**src/rtl/sys_cmd_pkg.sv**
```systemverilog
// Shared definitions for the UART command decoder: host opcodes, operand
// register addresses and the decoder state encoding.
package sys_cmd_pkg;

    localparam logic [7:0] CMD_WR      = 8'hAA;
    localparam logic [7:0] CMD_RD      = 8'hBB;
    localparam logic [7:0] CMD_ALU_OP  = 8'hCC;
    localparam logic [7:0] CMD_ALU_NOP = 8'hDD;

    localparam int unsigned ADDR_OP_A = 32'd0;
    localparam int unsigned ADDR_OP_B = 32'd1;

    typedef enum logic [3:0] {
        ST_IDLE     = 4'd0,
        ST_WR_ADDR  = 4'd1,
        ST_WR_DATA  = 4'd2,
        ST_RD_ADDR  = 4'd3,
        ST_RD_WAIT  = 4'd4,
        ST_PUSH_RD  = 4'd5,
        ST_ALU_A    = 4'd6,
        ST_ALU_B    = 4'd7,
        ST_ALU_FUN  = 4'd8,
        ST_ALU_WAIT = 4'd9,
        ST_PUSH_LO  = 4'd10,
        ST_PUSH_HI  = 4'd11
    } state_e;

endpackage

```
**src/rtl/sys_cmd_decoder.sv**
```systemverilog
// Host command responder: decodes the four-opcode byte protocol into register
// file / ALU strobes and pushes read data and ALU results into the TX FIFO.
module sys_cmd_decoder
    import sys_cmd_pkg::*;
#(
    parameter int DATA_WIDTH    = 8,
    parameter int ADDR_WIDTH    = 4,
    parameter int ALU_OUT_WIDTH = 16,
    parameter int FUN_WIDTH     = 4
) (
    input  logic                     ref_clk,
    input  logic                     rst,
    input  logic [DATA_WIDTH-1:0]    rx_data,
    input  logic                     rx_valid,
    input  logic [DATA_WIDTH-1:0]    rd_data,
    input  logic                     rd_data_valid,
    input  logic [ALU_OUT_WIDTH-1:0] alu_out,
    input  logic                     alu_out_valid,
    input  logic                     fifo_full,
    output logic                     wr_en,
    output logic                     rd_en,
    output logic [ADDR_WIDTH-1:0]    addr,
    output logic [DATA_WIDTH-1:0]    wr_data,
    output logic                     alu_en,
    output logic [FUN_WIDTH-1:0]     alu_fun,
    output logic                     clk_gate_en,
    output logic                     fifo_wr_en,
    output logic [DATA_WIDTH-1:0]    fifo_wr_data
);

    state_e                   state_q, state_d;
    logic                     wr_en_q, wr_en_d;
    logic                     rd_en_q, rd_en_d;
    logic                     alu_en_q, alu_en_d;
    logic                     clk_gate_en_q, clk_gate_en_d;
    logic                     fifo_wr_en_q, fifo_wr_en_d;
    logic [ADDR_WIDTH-1:0]    addr_q, addr_d;
    logic [DATA_WIDTH-1:0]    wr_data_q, wr_data_d;
    logic [FUN_WIDTH-1:0]     alu_fun_q, alu_fun_d;
    logic [DATA_WIDTH-1:0]    fifo_wr_data_q, fifo_wr_data_d;
    logic [DATA_WIDTH-1:0]    rd_cap_q, rd_cap_d;
    logic [ALU_OUT_WIDTH-1:0] alu_cap_q, alu_cap_d;

    // Next-state and next-output decode for the command FSM.
    always_comb begin
        state_d        = state_q;
        wr_en_d        = 1'b0;
        rd_en_d        = 1'b0;
        alu_en_d       = 1'b0;
        fifo_wr_en_d   = 1'b0;
        clk_gate_en_d  = clk_gate_en_q;
        addr_d         = addr_q;
        wr_data_d      = wr_data_q;
        alu_fun_d      = alu_fun_q;
        fifo_wr_data_d = fifo_wr_data_q;
        rd_cap_d       = rd_cap_q;
        alu_cap_d      = alu_cap_q;

        case (state_q)
            ST_IDLE: begin
                if (rx_valid) begin
                    case (rx_data)
                        CMD_WR:      state_d = ST_WR_ADDR;
                        CMD_RD:      state_d = ST_RD_ADDR;
                        CMD_ALU_OP:  state_d = ST_ALU_A;
                        CMD_ALU_NOP: state_d = ST_ALU_FUN;
                        default:     state_d = ST_IDLE;
                    endcase
                end else begin
                    state_d = ST_IDLE;
                end
            end
            ST_WR_ADDR: begin
                if (rx_valid) begin
                    addr_d  = rx_data[ADDR_WIDTH-1:0];
                    state_d = ST_WR_DATA;
                end else begin
                    state_d = ST_WR_ADDR;
                end
            end
            ST_WR_DATA: begin
                if (rx_valid) begin
                    wr_data_d = rx_data;
                    wr_en_d   = 1'b1;
                    state_d   = ST_IDLE;
                end else begin
                    state_d = ST_WR_DATA;
                end
            end
            ST_RD_ADDR: begin
                if (rx_valid) begin
                    addr_d  = rx_data[ADDR_WIDTH-1:0];
                    rd_en_d = 1'b1;
                    state_d = ST_RD_WAIT;
                end else begin
                    state_d = ST_RD_ADDR;
                end
            end
            // The first push attempt is launched from the WAIT state so the
            // strobe appears one cycle after the valid; PUSH states retry.
            ST_RD_WAIT: begin
                if (rd_data_valid) begin
                    rd_cap_d       = rd_data;
                    fifo_wr_data_d = rd_data;
                    fifo_wr_en_d   = ~fifo_full;
                    state_d        = ST_PUSH_RD;
                end else begin
                    state_d = ST_RD_WAIT;
                end
            end
            ST_PUSH_RD: begin
                fifo_wr_data_d = rd_cap_q;
                if (fifo_wr_en_q) begin
                    state_d = ST_IDLE;
                end else if (!fifo_full) begin
                    fifo_wr_en_d = 1'b1;
                end else begin
                    fifo_wr_en_d = 1'b0;
                end
            end
            ST_ALU_A: begin
                if (rx_valid) begin
                    addr_d    = ADDR_WIDTH'(ADDR_OP_A);
                    wr_data_d = rx_data;
                    wr_en_d   = 1'b1;
                    state_d   = ST_ALU_B;
                end else begin
                    state_d = ST_ALU_A;
                end
            end
            ST_ALU_B: begin
                if (rx_valid) begin
                    addr_d    = ADDR_WIDTH'(ADDR_OP_B);
                    wr_data_d = rx_data;
                    wr_en_d   = 1'b1;
                    state_d   = ST_ALU_FUN;
                end else begin
                    state_d = ST_ALU_B;
                end
            end
            ST_ALU_FUN: begin
                if (rx_valid) begin
                    alu_fun_d     = rx_data[FUN_WIDTH-1:0];
                    alu_en_d      = 1'b1;
                    clk_gate_en_d = 1'b1;
                    state_d       = ST_ALU_WAIT;
                end else begin
                    state_d = ST_ALU_FUN;
                end
            end
            ST_ALU_WAIT: begin
                if (alu_out_valid) begin
                    alu_cap_d      = alu_out;
                    clk_gate_en_d  = 1'b0;
                    fifo_wr_data_d = alu_out[DATA_WIDTH-1:0];
                    fifo_wr_en_d   = ~fifo_full;
                    state_d        = ST_PUSH_LO;
                end else begin
                    state_d = ST_ALU_WAIT;
                end
            end
            ST_PUSH_LO: begin
                if (fifo_wr_en_q) begin
                    fifo_wr_data_d = alu_cap_q[DATA_WIDTH +: DATA_WIDTH];
                    fifo_wr_en_d   = ~fifo_full;
                    state_d        = ST_PUSH_HI;
                end else if (!fifo_full) begin
                    fifo_wr_data_d = alu_cap_q[DATA_WIDTH-1:0];
                    fifo_wr_en_d   = 1'b1;
                end else begin
                    fifo_wr_data_d = alu_cap_q[DATA_WIDTH-1:0];
                end
            end
            ST_PUSH_HI: begin
                fifo_wr_data_d = alu_cap_q[DATA_WIDTH +: DATA_WIDTH];
                if (fifo_wr_en_q) begin
                    state_d = ST_IDLE;
                end else if (!fifo_full) begin
                    fifo_wr_en_d = 1'b1;
                end else begin
                    fifo_wr_en_d = 1'b0;
                end
            end
            default: begin
                state_d = ST_IDLE;
            end
        endcase
    end

    // State and registered-output flops.
    always_ff @(posedge ref_clk or negedge rst) begin
        if (!rst) begin
            state_q        <= ST_IDLE;
            wr_en_q        <= 1'b0;
            rd_en_q        <= 1'b0;
            alu_en_q       <= 1'b0;
            clk_gate_en_q  <= 1'b0;
            fifo_wr_en_q   <= 1'b0;
            addr_q         <= '0;
            wr_data_q      <= '0;
            alu_fun_q      <= '0;
            fifo_wr_data_q <= '0;
            rd_cap_q       <= '0;
            alu_cap_q      <= '0;
        end else begin
            state_q        <= state_d;
            wr_en_q        <= wr_en_d;
            rd_en_q        <= rd_en_d;
            alu_en_q       <= alu_en_d;
            clk_gate_en_q  <= clk_gate_en_d;
            fifo_wr_en_q   <= fifo_wr_en_d;
            addr_q         <= addr_d;
            wr_data_q      <= wr_data_d;
            alu_fun_q      <= alu_fun_d;
            fifo_wr_data_q <= fifo_wr_data_d;
            rd_cap_q       <= rd_cap_d;
            alu_cap_q      <= alu_cap_d;
        end
    end

    assign wr_en        = wr_en_q;
    assign rd_en        = rd_en_q;
    assign alu_en       = alu_en_q;
    assign clk_gate_en  = clk_gate_en_q;
    assign fifo_wr_en   = fifo_wr_en_q;
    assign addr         = addr_q;
    assign wr_data      = wr_data_q;
    assign alu_fun      = alu_fun_q;
    assign fifo_wr_data = fifo_wr_data_q;

endmodule

```
**config.mk**
```make
export PLATFORM = sky130hd
export DESIGN_NAME = sys_cmd_decoder
export DESIGN_NICKNAME = d
export VERILOG_FILES = /design/src/rtl/sys_cmd_pkg.sv /design/src/rtl/sys_cmd_decoder.sv
export SDC_FILE = /design/constraint.sdc
export NUM_CORES = 1
export LEC_CHECK = 0
export BUFFER_PORTS_ARGS = -buffer_cell sky130_fd_sc_hd__buf_2
export CORE_UTILIZATION = 40
export CTS_BUF_LIST = sky130_fd_sc_hd__clkbuf_2 sky130_fd_sc_hd__clkbuf_4 sky130_fd_sc_hd__clkbuf_8
export DETAILED_ROUTE_END_ITERATION = 12
export GPL_TIMING_DRIVEN = 0
export PLACE_DENSITY = 0.62
export RECOVER_POWER = 100
export SLEW_MARGIN = 20
export SYNTH_ARGS = -nofsm -noshare
export SYNTH_HDL_FRONTEND = slang
export SYNTH_SLANG_ARGS = --single-unit
```
**constraint.sdc**
```tcl
create_clock -name ref_clk -period 1.95 [get_ports ref_clk]
set_input_delay 0.195 -clock ref_clk [delete_from_list [all_inputs] [get_ports ref_clk]]
set_output_delay 0.195 -clock ref_clk [all_outputs]
set_load 0.05 [all_outputs]
```
==> impl_metrics.py, run 1 <==
metrics = {
    "yosys": {
        "yosysSeqAreaShare_pct": 49.4,
        "postSynthAreaPerCell_um2": 11.1,
        "ys_types": 51,
        "ys.flop_type": "dfrtp_1",
        "synth.most_common_cell": "dfrtp_1",
        "synth_commonest_cells": "57 x dfrtp_1, 28 x mux2_2, 24 x nand2_1",
        "synth-warning-count": 0,
        "synth_edf_count": 0,
        "synth_top_area_cell": "dfrtp_1",
        "netlist_area_um2": 2890,
        "yosys-top-cells-area": "dfrtp_1 49%, mux2_2 11%, o22ai_1 3.5%",
        "synthCells": 260,
        "yosys_register_bits": 57,
        "synth_nets": 298,
        "netlist.area_leader.share_pct": 49.4,
        "async_reset_ff_share_pct": 100,
    },
    "finish": {
        "final_cells": 443,
        "final_util_pct": 51.2,
        "area_growth_pct": 21.9,
        "fillers": 690,
        "fin_nets": 380,
        "antenna_cells": 0,
        "drive_above_1_share_pct": 30.0,
    },
    "worst_hold_path": {
        "hp-start": "alu_out[10]",
        "min_path_type": "primary input to flip-flop",
        "hold_path_depth": 2,
        "holdPathEnd": "alu_cap_q[10]$_DFFE_PN0P_",
    },
    "power_and_ir_drop": {
        "power_density_nw_per_um2": 1650,
        "p_clk_share_pct": 17.4,
        "swShare_pct": 45.7,
        "p_int_mw": 3.15,
        "p_sw_mw": 2.66,
        "leakage_nw": 1.53,
        "comb_power_share_pct": 47.9,
        "total_power_mw": 5.81,
        "p_seq_share_pct": 34.7,
        "ir_worst_vdd_mv": 0.684,
    },
    "worst_setup_path": {
        "startpoint_type": "flip-flop",
        "rrSetupSlack_ps": 130,
        "r2r-end": "wr_data[3]$_DFFE_PN0P_",
        "critPathMaxFanout": 10,
        "endpoint_kind": "flip-flop",
        "critPathKind": "flip-flop to flip-flop",
        "r2r.worst_path.cells": 5,
        "rr_startpoint": "state_q[1]$_DFFE_PN0P_",
        "critical_path_arrival_ps": 2040,
        "required_ps": 2180,
    },
    "global_routing": {
        "grt_overflow": 0,
        "antenna_found_initial": 0,
        "met3_usage_pct": 3.89,
        "grt-busiest-layer": "met2",
        "grt_first_pass_wirelength_um": 11300,
        "met1_usage_pct": 27.3,
        "grt_util_met2_pct": 31.4,
        "grt_max_degree": 58,
        "grt_pass1_vias": 2228,
        "grt_usage_pct": 20.3,
    },
    "drt": {
        "dr.first_iter.drc_count": 73,
        "num_vias": 2366,
        "drc": 0,
        "drt_wl_total_um": 7230,
        "routedWlPerCell_um": 16.3,
        "antenna_left": 0,
        "via_per_inst": 5.34,
        "drt_pass1_iterations": 4,
    },
    "sta": {
        "period_minus_slack_ps": 1820,
        "drv_slew": 0,
        "max_freq_mhz": 550,
        "final-hold-violation-count": 0,
        "slew_headroom_pct": 6.61,
        "hold_slack_ps": 58.9,
        "worst_pin_slew_ps": 1400,
        "setup_viol": 0,
        "rsz0062_at_grt": "false",
        "fin_skew_ps": 9.35,
        "finalSetupTns_ps": 0,
        "fin_crit_sh_pct": 93.2,
    },
    "placement": {
        "gp_congestion": 0.872,
        "dp_cells": 422,
        "io_buffers": 66,
        "hpwl_um": 4990,
    },
    "cts": {
        "cts_tree": "yes",
        "path_clk_slew_ps": 70,
        "cts_buffers": 9,
        "cts_sinks": 57,
        "worstSkewPairLatency_ps": 350,
        "ctsRootBufferMaster": "clkbuf_8",
        "clockBufferDepth": 2,
        "cts.htree.levels": 3,
    },
    "floorplanning": {
        "core_area_um2": 6870,
        "die_w_um": 87.0,
        "dieArea_um2": 7560,
        "fp-row-count": 30,
        "start_util_pct": 42.0,
        "num_io_pins": 67,
        "die-height_um": 87.0,
    },
    "flow_run": {
        "cap_violations": 0,
    },
    "status": {
        "status": "finished clean",
    },
}
layout by cell type, fill, tap and decap left out, types with 4 or more instances in the layout:
| cell type | instances |
|---|---|
| dfrtp_1 | 57 |
| buf_2 | 40 |
| clkbuf_1 | 34 |
| mux2_2 | 28 |
| nand2_1 | 24 |
| o22ai_1 | 16 |
| nor2b_1 | 15 |
| clkbuf_8 | 11 |
| o21ai_1 | 10 |
| o21ai_0 | 10 |
| a21oi_1 | 9 |
| nand2b_1 | 8 |
| a32o_1 | 8 |
| mux2_1 | 8 |
| inv_1 | 6 |
| nor2_1 | 5 |
| clkbuf_2 | 4 |
power by group through the flow:
stage	Clock [mW]	Sequential, mW	Combinational (mW)
finish	1.01	2.02	2.78
global route	1.09	2.08	2.98
CTS	1.03	2.01	2.86
detailed placement	0	2.03	2.85
global placement	0	2.01	2.81
floorplan	0	2.86	1.33
registers in the layout (all words and copies together) (netlist names):
name	count
addr	4
alu_cap_q	16
alu_en	1
alu_fun	4
clk_gate_en	1
fifo_wr_data	8
fifo_wr_en	1
rd_cap_q	8
rd_en	1
state_q	4
wr_data	8
wr_en	1
worst max-delay path by stage:
stage,from,endpoint,slack (ps)
after floorplan,state_q[2]$_DFFE_PN0P_,alu_cap_q[10]$_DFFE_PN0P_,360
after global placement,state_q[3]$_DFFE_PN0P_,rd_cap_q[6]$_DFFE_PN0P_,0.9
after detailed placement,state_q[3]$_DFFE_PN0P_,rd_cap_q[6]$_DFFE_PN0P_,30
after CTS,state_q[3]$_DFFE_PN0P_,rd_cap_q[6]$_DFFE_PN0P_,20
after global routing,state_q[2]$_DFFE_PN0P_,state_q[0]$_DFFE_PN0P_,10
final,state_q[1]$_DFFE_PN0P_,wr_data[3]$_DFFE_PN0P_,130
through the flow:
| stage | setup WS, ps | area, um2 |
|---|---|---|
| after floorplan | 361 | 2890 |
| after CTS | 17.0 | 3540 |
| after detailed placement | 25.3 | 3340 |
| after global placement | 0.926 | 3340 |
| after global routing | 11.9 | 3520 |
| final | 133 | 3520 |
cells by family (layout without fill, tap and decap cells):
kind of cell	after synthesis	count (layout)	share of synthesized area, %
mux	37	37	14.4
xor+xnor	1	1	0.303
compound gates	73	73	17.8
simple gates	71	71	14.3
flops	57	57	49.4
buf+inv	21	108	3.81
cell type report:
cell class	instances	area [um2]	share of cell area [%]
Timing Repair Buffer	71	325	9.25
Buffer	15	87.6	2.49
Tap cell	96	120	3.41
Clock buffer	11	151	4.30
Clock inverter	5	30.0	0.853
Sequential cell	57	1430	40.5
Inverter	6	22.5	0.640
Multi-Input combinational cell	182	1360	38.5
critical path, stage by stage, from the launching register on:
cell and delay (ps):
dfrtp_1 360, clkbuf_4 220, buf_4 190, and3_1 160, clkbuf_1 380, mux2_2 390
metal layers:
metal | share of wire [%] | routed length (um) | vias to the layer above
li1 | - | - | 1130
met1 | 47 | 3360 | 1151
met2 | 46 | 3340 | 71
met3 | 5.3 | 383 | 14
met4 | 1.9 | 137 | 0
met5 | 0 | 0 | -
what timing repair did:
item                       in CTS  in global routing
buffers inserted                0                  3
hold buffers                    2                  0
resized for setup               0                  3
hold endpoints to repair       58                  0
setup endpoints to repair       0                 18
Note: power is estimated with default switching activity, not from simulation.
==> inputs of run 2 (changes only) <==
--- a/config.mk
+++ b/config.mk
@@ -6,11 +6,12 @@
 export NUM_CORES = 1
 export LEC_CHECK = 0
 export BUFFER_PORTS_ARGS = -buffer_cell sky130_fd_sc_hd__buf_2
+export CAP_MARGIN = 15
 export CORE_UTILIZATION = 40
 export CTS_BUF_LIST = sky130_fd_sc_hd__clkbuf_2 sky130_fd_sc_hd__clkbuf_4 sky130_fd_sc_hd__clkbuf_8
 export DETAILED_ROUTE_END_ITERATION = 12
 export GPL_TIMING_DRIVEN = 0
-export PLACE_DENSITY = 0.62
+export PLACE_DENSITY = 0.61
 export RECOVER_POWER = 100
 export SLEW_MARGIN = 20
 export SYNTH_ARGS = -nofsm -noshare
==> constraint.sdc (replaced) <==
create_clock -name ref_clk -period 1.95 [get_ports ref_clk]
set_input_delay 0.195 -clock ref_clk [delete_from_list [all_inputs] [get_ports ref_clk]]
set_output_delay 0.195 -clock ref_clk [all_outputs]
set_load 0.005 [all_outputs]
==> run 2 against run 1 <==
Final cell count unchanged. Critical endpoint is now alu_cap_q[14]$_DFFE_PN0P_. Fmax decreased by 2.5%. Sequential power about the same. Global-route usage increased by 0.47 points. Critical path depth decreased by 1.
==> impl_metrics.py, run 2 (same netlist as run 1, synthesis figures left out) <==
metrics = {
    "status": {
        "status": "finished clean",
    },
    "worst_hold_path": {
        "min_path_type": "primary input to flip-flop",
        "holdPathEnd": "alu_cap_q[9]$_DFFE_PN0P_",
        "hold_path_depth": 2,
        "hp-start": "alu_out[9]",
    },
    "drt": {
        "drt_pass1_iterations": 4,
        "routedWlPerCell_um": 16.3,
        "num_vias": 2376,
        "via_per_inst": 5.36,
        "drt_wl_total_um": 7240,
        "drc": 0,
        "antenna_left": 0,
        "dr.first_iter.drc_count": 153,
    },
    "cts": {
        "path_clk_slew_ps": 70,
        "cts_sinks": 57,
        "cts.htree.levels": 3,
        "cts_tree": "yes",
        "ctsRootBufferMaster": "clkbuf_8",
        "worstSkewPairLatency_ps": 340,
        "clockBufferDepth": 2,
        "cts_buffers": 9,
    },
    "power_and_ir_drop": {
        "ir_worst_vdd_mv": 0.725,
        "power_density_nw_per_um2": 1410,
        "leakage_nw": 1.58,
        "p_seq_share_pct": 40.7,
        "swShare_pct": 35.2,
        "comb_power_share_pct": 38.7,
        "total_power_mw": 4.96,
        "p_clk_share_pct": 20.6,
        "p_int_mw": 3.21,
        "p_sw_mw": 1.75,
    },
    "global_routing": {
        "antenna_found_initial": 0,
        "grt_usage_pct": 20.7,
        "grt_first_pass_wirelength_um": 11700,
        "grt_overflow": 0,
        "grt_pass1_vias": 2373,
        "grt_max_degree": 58,
    },
    "sta": {
        "final-hold-violation-count": 0,
        "max_freq_mhz": 536,
        "drv_slew": 0,
        "period_minus_slack_ps": 1860,
        "setup_viol": 0,
        "fin_crit_sh_pct": 95.6,
        "fin_skew_ps": 5.95,
        "slew_headroom_pct": 5.17,
        "rsz0062_at_grt": "false",
        "worst_pin_slew_ps": 1420,
        "finalSetupTns_ps": 0,
        "setup_slack_ps": 85.2,
    },
    "finish": {
        "antenna_cells": 0,
        "multiInputGateArea_um2": 1340,
        "largest_register_ffs": 16,
        "final_area_um2": 3530,
        "regMostFlops": "alu_cap_q",
        "seqCellArea_um2": 1430,
        "area_growth_pct": 22.1,
        "final_cell_mix": "57 x dfrtp_1, 55 x buf_2, 28 x mux2_2",
        "fin_nets": 380,
        "drive_above_1_share_pct": 34.0,
        "final_common_cell": "dfrtp_1",
        "fillers": 661,
    },
    "worst_setup_path": {
        "r2r.worst_path.cells": 4,
        "r2r-end": "alu_cap_q[14]$_DFFE_PN0P_",
        "critPathKind": "flip-flop to flip-flop",
        "critPathMaxFanout": 10,
        "required_ps": 2170,
        "rrSetupSlack_ps": 90,
        "startpoint_type": "flip-flop",
        "endpoint_kind": "flip-flop",
        "critical_path_arrival_ps": 2090,
        "rr_startpoint": "state_q[2]$_DFFE_PN0P_",
    },
    "floorplanning": {
        "core_area_um2": 6870,
        "start_util_pct": 42.0,
        "num_io_pins": 67,
        "die-height_um": 87.0,
        "dieArea_um2": 7560,
        "fp-row-count": 30,
        "die_w_um": 87.0,
    },
    "placement": {
        "post-place-ws_ps": 26.7,
        "place_area_um2": 3340,
        "hpwl_um": 5010,
        "io_buffers": 66,
        "gp_congestion": 0.813,
    },
    "flow_run": {
        "cap_violations": 0,
    },
}
-- run 2: changes by cell type in the layout (fill, tap and decap cells not counted), sizes merged --
cell / previous run / this run
clkinvlp: 2 / 0
buf: 45 / 62
clkbuf: 50 / 35
-- run 2: area by class of cell --
| type | instances | area share, % |
|---|---|---|
| flip-flops and latches | 57 | 40.5 |
| multi-input cells | 182 | 37.9 |
| repair buffers | 71 | 9.87 |
| clock buffers | 13 | 4.72 |
| well taps | 96 | 3.41 |
| plain buffers | 15 | 2.59 |
| inverters | 6 | 0.639 |
| clock inverters | 3 | 0.426 |
-- run 2: through the flow --
stage / hold slack (ps) / util [%] / instances
floorplan: -101 / - / 260
global placement: 354 / 48.6 / 422
detailed placement: 305 / 48.6 / 422
CTS: 67.3 / 51.5 / 440
global route: 67.8 / 51.3 / 443
finish: 69.4 / 51.3 / 443
-- run 2: what timing repair did --
item / 4_1_cts / 5_1_grt
hold buffers: 2 / 0
endpoints found under the setup margin: 0 / 17
setup buffers: 0 / 3
endpoints found under the hold margin: 58 / 0
gates resized for setup: 0 / 4
-- run 2: critical path, stage by stage (launching register included) --
cell	delay, ps
dfrtp_1	470
nand2b_4	210
nor3_1	430
buf_4	290
mux2_1	340
-- run 2: how the worst max path moves through the flow --
stage	from	depth (start not counted)	slack, ps	to
6_report	state_q[2]$_DFFE_PN0P_	4	90	alu_cap_q[14]$_DFFE_PN0P_
5_1_grt	state_q[2]$_DFFE_PN0P_	4	30	alu_cap_q[8]$_DFFE_PN0P_
4_1_cts	state_q[2]$_DFFE_PN0P_	4	20	alu_cap_q[14]$_DFFE_PN0P_
3_5_place_dp	state_q[2]$_DFFE_PN0P_	4	30	alu_cap_q[8]$_DFFE_PN0P_
3_3_place_gp	state_q[3]$_DFFE_PN0P_	4	50	rd_cap_q[3]$_DFFE_PN0P_
2_1_floorplan	state_q[2]$_DFFE_PN0P_	4	360	alu_cap_q[10]$_DFFE_PN0P_
-- run 2: power groups by stage --
stage               logic (mW)  registers, mW  clock network, mW
finish                    1.92           2.02               1.02
CTS                       1.98           2.02               1.04
floorplan                 1.33           2.00                  0
global route              2.13           2.09               1.09
detailed placement        1.97           2.04                  0
global placement          1.94           2.02                  0
-- run 2: routing by layer --
layer / track usage [%] / wire (um) / part of all wire, %
met4: 7.12 / 91 / 1.3
met3: 6.16 / 358 / 4.9
met2: 34.6 / 3460 / 48
met1: 25.6 / 3330 / 46
met5: 0 / 0 / 0
==> inputs of run 3 (changes only) <==
--- a/config.mk
+++ b/config.mk
@@ -7,11 +7,13 @@
 export LEC_CHECK = 0
 export BUFFER_PORTS_ARGS = -buffer_cell sky130_fd_sc_hd__buf_2
 export CAP_MARGIN = 15
-export CORE_UTILIZATION = 40
+export CELL_PAD_IN_SITES_DETAIL_PLACEMENT = 1
+export CELL_PAD_IN_SITES_GLOBAL_PLACEMENT = 2
+export CORE_UTILIZATION = 35
 export CTS_BUF_LIST = sky130_fd_sc_hd__clkbuf_2 sky130_fd_sc_hd__clkbuf_4 sky130_fd_sc_hd__clkbuf_8
 export DETAILED_ROUTE_END_ITERATION = 12
 export GPL_TIMING_DRIVEN = 0
-export PLACE_DENSITY = 0.61
+export PLACE_DENSITY = 0.8
 export RECOVER_POWER = 100
 export SLEW_MARGIN = 20
 export SYNTH_ARGS = -nofsm -noshare
==> run 3 against run 2 <==
Sequential power barely moved. Combinational power rose by 4%. Clock skew rose by 8.5 ps. Routed wire length rose by 13%. Sequential share of layout area fell by 0.33 points. Critical path type unchanged. Largest cell class unchanged.
==> impl_metrics.py, run 3 (same netlist as run 1, synthesis figures left out) <==
metrics = {
    "status": {
        "status": "finished clean",
    },
    "floorplanning": {
        "fp-row-count": 32,
        "core_area_um2": 7850,
        "dieArea_um2": 8610,
        "num_io_pins": 67,
        "die_w_um": 92.8,
        "start_util_pct": 36.8,
        "die-height_um": 92.8,
    },
    "power_and_ir_drop": {
        "ir_worst_vdd_mv": 0.541,
        "p_int_mw": 3.24,
        "swShare_pct": 37.1,
        "power_density_nw_per_um2": 1450,
        "p_clk_share_pct": 21.8,
        "leakage_nw": 1.59,
        "p_sw_mw": 1.91,
        "p_seq_share_pct": 39.7,
        "comb_power_share_pct": 38.6,
    },
    "worst_hold_path": {
        "hold_path_depth": 2,
        "hp-start": "alu_out[10]",
        "min_path_type": "primary input to flip-flop",
        "holdPathEnd": "alu_cap_q[10]$_DFFE_PN0P_",
    },
    "finish": {
        "final_cell_mix": "57 x dfrtp_1, 55 x buf_2, 28 x mux2_2",
        "area_growth_pct": 23.1,
        "antenna_cells": 0,
        "drive_above_1_share_pct": 34.9,
        "fin_nets": 380,
        "fillers": 925,
        "final_util_pct": 45.3,
        "largest_register_ffs": 16,
        "final_common_cell": "dfrtp_1",
        "regMostFlops": "alu_cap_q",
    },
    "global_routing": {
        "grt_first_pass_wirelength_um": 13500,
        "grt_usage_pct": 20.8,
        "grt_pass1_vias": 2564,
        "grt_max_degree": 58,
        "antenna_found_initial": 0,
        "grt_overflow": 0,
    },
    "worst_setup_path": {
        "required_ps": 2190,
        "rrSetupSlack_ps": 170,
        "r2r.worst_path.cells": 6,
        "critPathMaxFanout": 10,
        "startpoint_type": "flip-flop",
        "endpoint_kind": "flip-flop",
        "critical_path_arrival_ps": 2010,
        "rr_startpoint": "state_q[1]$_DFFE_PN0P_",
        "r2r-end": "state_q[0]$_DFFE_PN0P_",
        "critPathKind": "flip-flop to flip-flop",
    },
    "sta": {
        "fin_crit_sh_pct": 91.2,
        "fin_skew_ps": 14.4,
        "setup_slack_ps": 172,
        "rsz0062_at_grt": "false",
        "max_freq_mhz": 562,
        "final-hold-violation-count": 0,
        "finalSetupTns_ps": 0,
        "drv_slew": 0,
        "slew_headroom_pct": 14.0,
        "period_minus_slack_ps": 1780,
        "worst_pin_slew_ps": 1290,
        "setup_viol": 0,
    },
    "placement": {
        "post-place-ws_ps": 38.9,
        "io_buffers": 66,
        "hpwl_um": 5870,
        "gp_congestion": 0.783,
    },
    "cts": {
        "ctsRootBufferMaster": "clkbuf_8",
        "path_clk_slew_ps": 70,
        "cts_sinks": 57,
        "clockBufferDepth": 2,
        "cts_tree": "yes",
        "worstSkewPairLatency_ps": 350,
        "cts.htree.levels": 3,
        "cts_buffers": 9,
    },
    "drt": {
        "via_per_inst": 5.41,
        "drt_pass1_iterations": 4,
        "routedWlPerCell_um": 18.3,
        "dr.first_iter.drc_count": 132,
        "drt_wl_total_um": 8200,
        "antenna_left": 0,
        "drc": 0,
        "num_vias": 2428,
    },
    "flow_run": {
        "cap_violations": 0,
    },
}
==> run 3: per-stage QoR <==
stage          cell area, um2  power (mW)  cells  hold slack [ps]
6_report                 3550        5.15    449             69.7
5_1_grt                  3550        5.49    449             71.4
4_1_cts                  3560        5.23    446             58.8
3_5_place_dp             3350        4.08    428              313
3_3_place_gp             3340        4.01    428              355
2_1_floorplan            2890        3.32    260             -101
==> run 3: layout make-up <==
cell class | count | area (um2) | area share (%)
clock inverters | 7 | 68.8 | 1.94
repair buffers | 71 | 352 | 9.89
well taps | 102 | 128 | 3.59
multi-input cells | 182 | 1350 | 37.9
clock buffers | 9 | 124 | 3.48
plain buffers | 15 | 86.3 | 2.43
inverters | 6 | 22.5 | 0.634
flip-flops and latches | 57 | 1430 | 40.1
==> run 3: worst max path at each step <==
stage                           start  slack, ps                        end
6_report       state_q[1]$_DFFE_PN0P_        170     state_q[0]$_DFFE_PN0P_
3_3_place_gp   state_q[2]$_DFFE_PN0P_         40   alu_cap_q[8]$_DFFE_PN0P_
4_1_cts        state_q[2]$_DFFE_PN0P_          8   alu_cap_q[8]$_DFFE_PN0P_
5_1_grt        state_q[1]$_DFFE_PN0P_         40        addr[0]$_DFFE_PN0P_
2_1_floorplan  state_q[2]$_DFFE_PN0P_        360  alu_cap_q[10]$_DFFE_PN0P_
3_5_place_dp   state_q[2]$_DFFE_PN0P_         40  alu_cap_q[14]$_DFFE_PN0P_
==> run 3: worst max-delay path: stages, from the launching register on <==
cell and delay, ps:
dfrtp_1 400, buf_2 190, buf_4 190, clkbuf_2 210, nor4_1 300, a21oi_1 130, o32ai_1 260
==> run 3: what timing repair did <==
| item | CTS | global route |
|---|---|---|
| hold buffers | 2 | 0 |
| setup buffers | 0 | 3 |
| setup endpoints to repair | 0 | 18 |
| endpoints found under the hold margin | 58 | 0 |
| resized for setup | 0 | 2 |
==> run 3: metal layers <==
metal	track usage, %	part of all wire [%]	up-vias
li1	-	-	1125
met5	0	0	-
met3	6.98	6.6	13
met4	7.82	1.5	0
met2	30.8	45	76
met1	27.9	47	1214
==> run 3: power by group through the flow <==
stage	registers, mW	clock network [mW]	logic, mW
5_1_grt	2.11	1.19	2.19
6_report	2.04	1.12	1.99
2_1_floorplan	2.00	0	1.33
3_5_place_dp	2.06	0	2.02
4_1_cts	2.05	1.14	2.04
3_3_place_gp	2.03	0	1.98
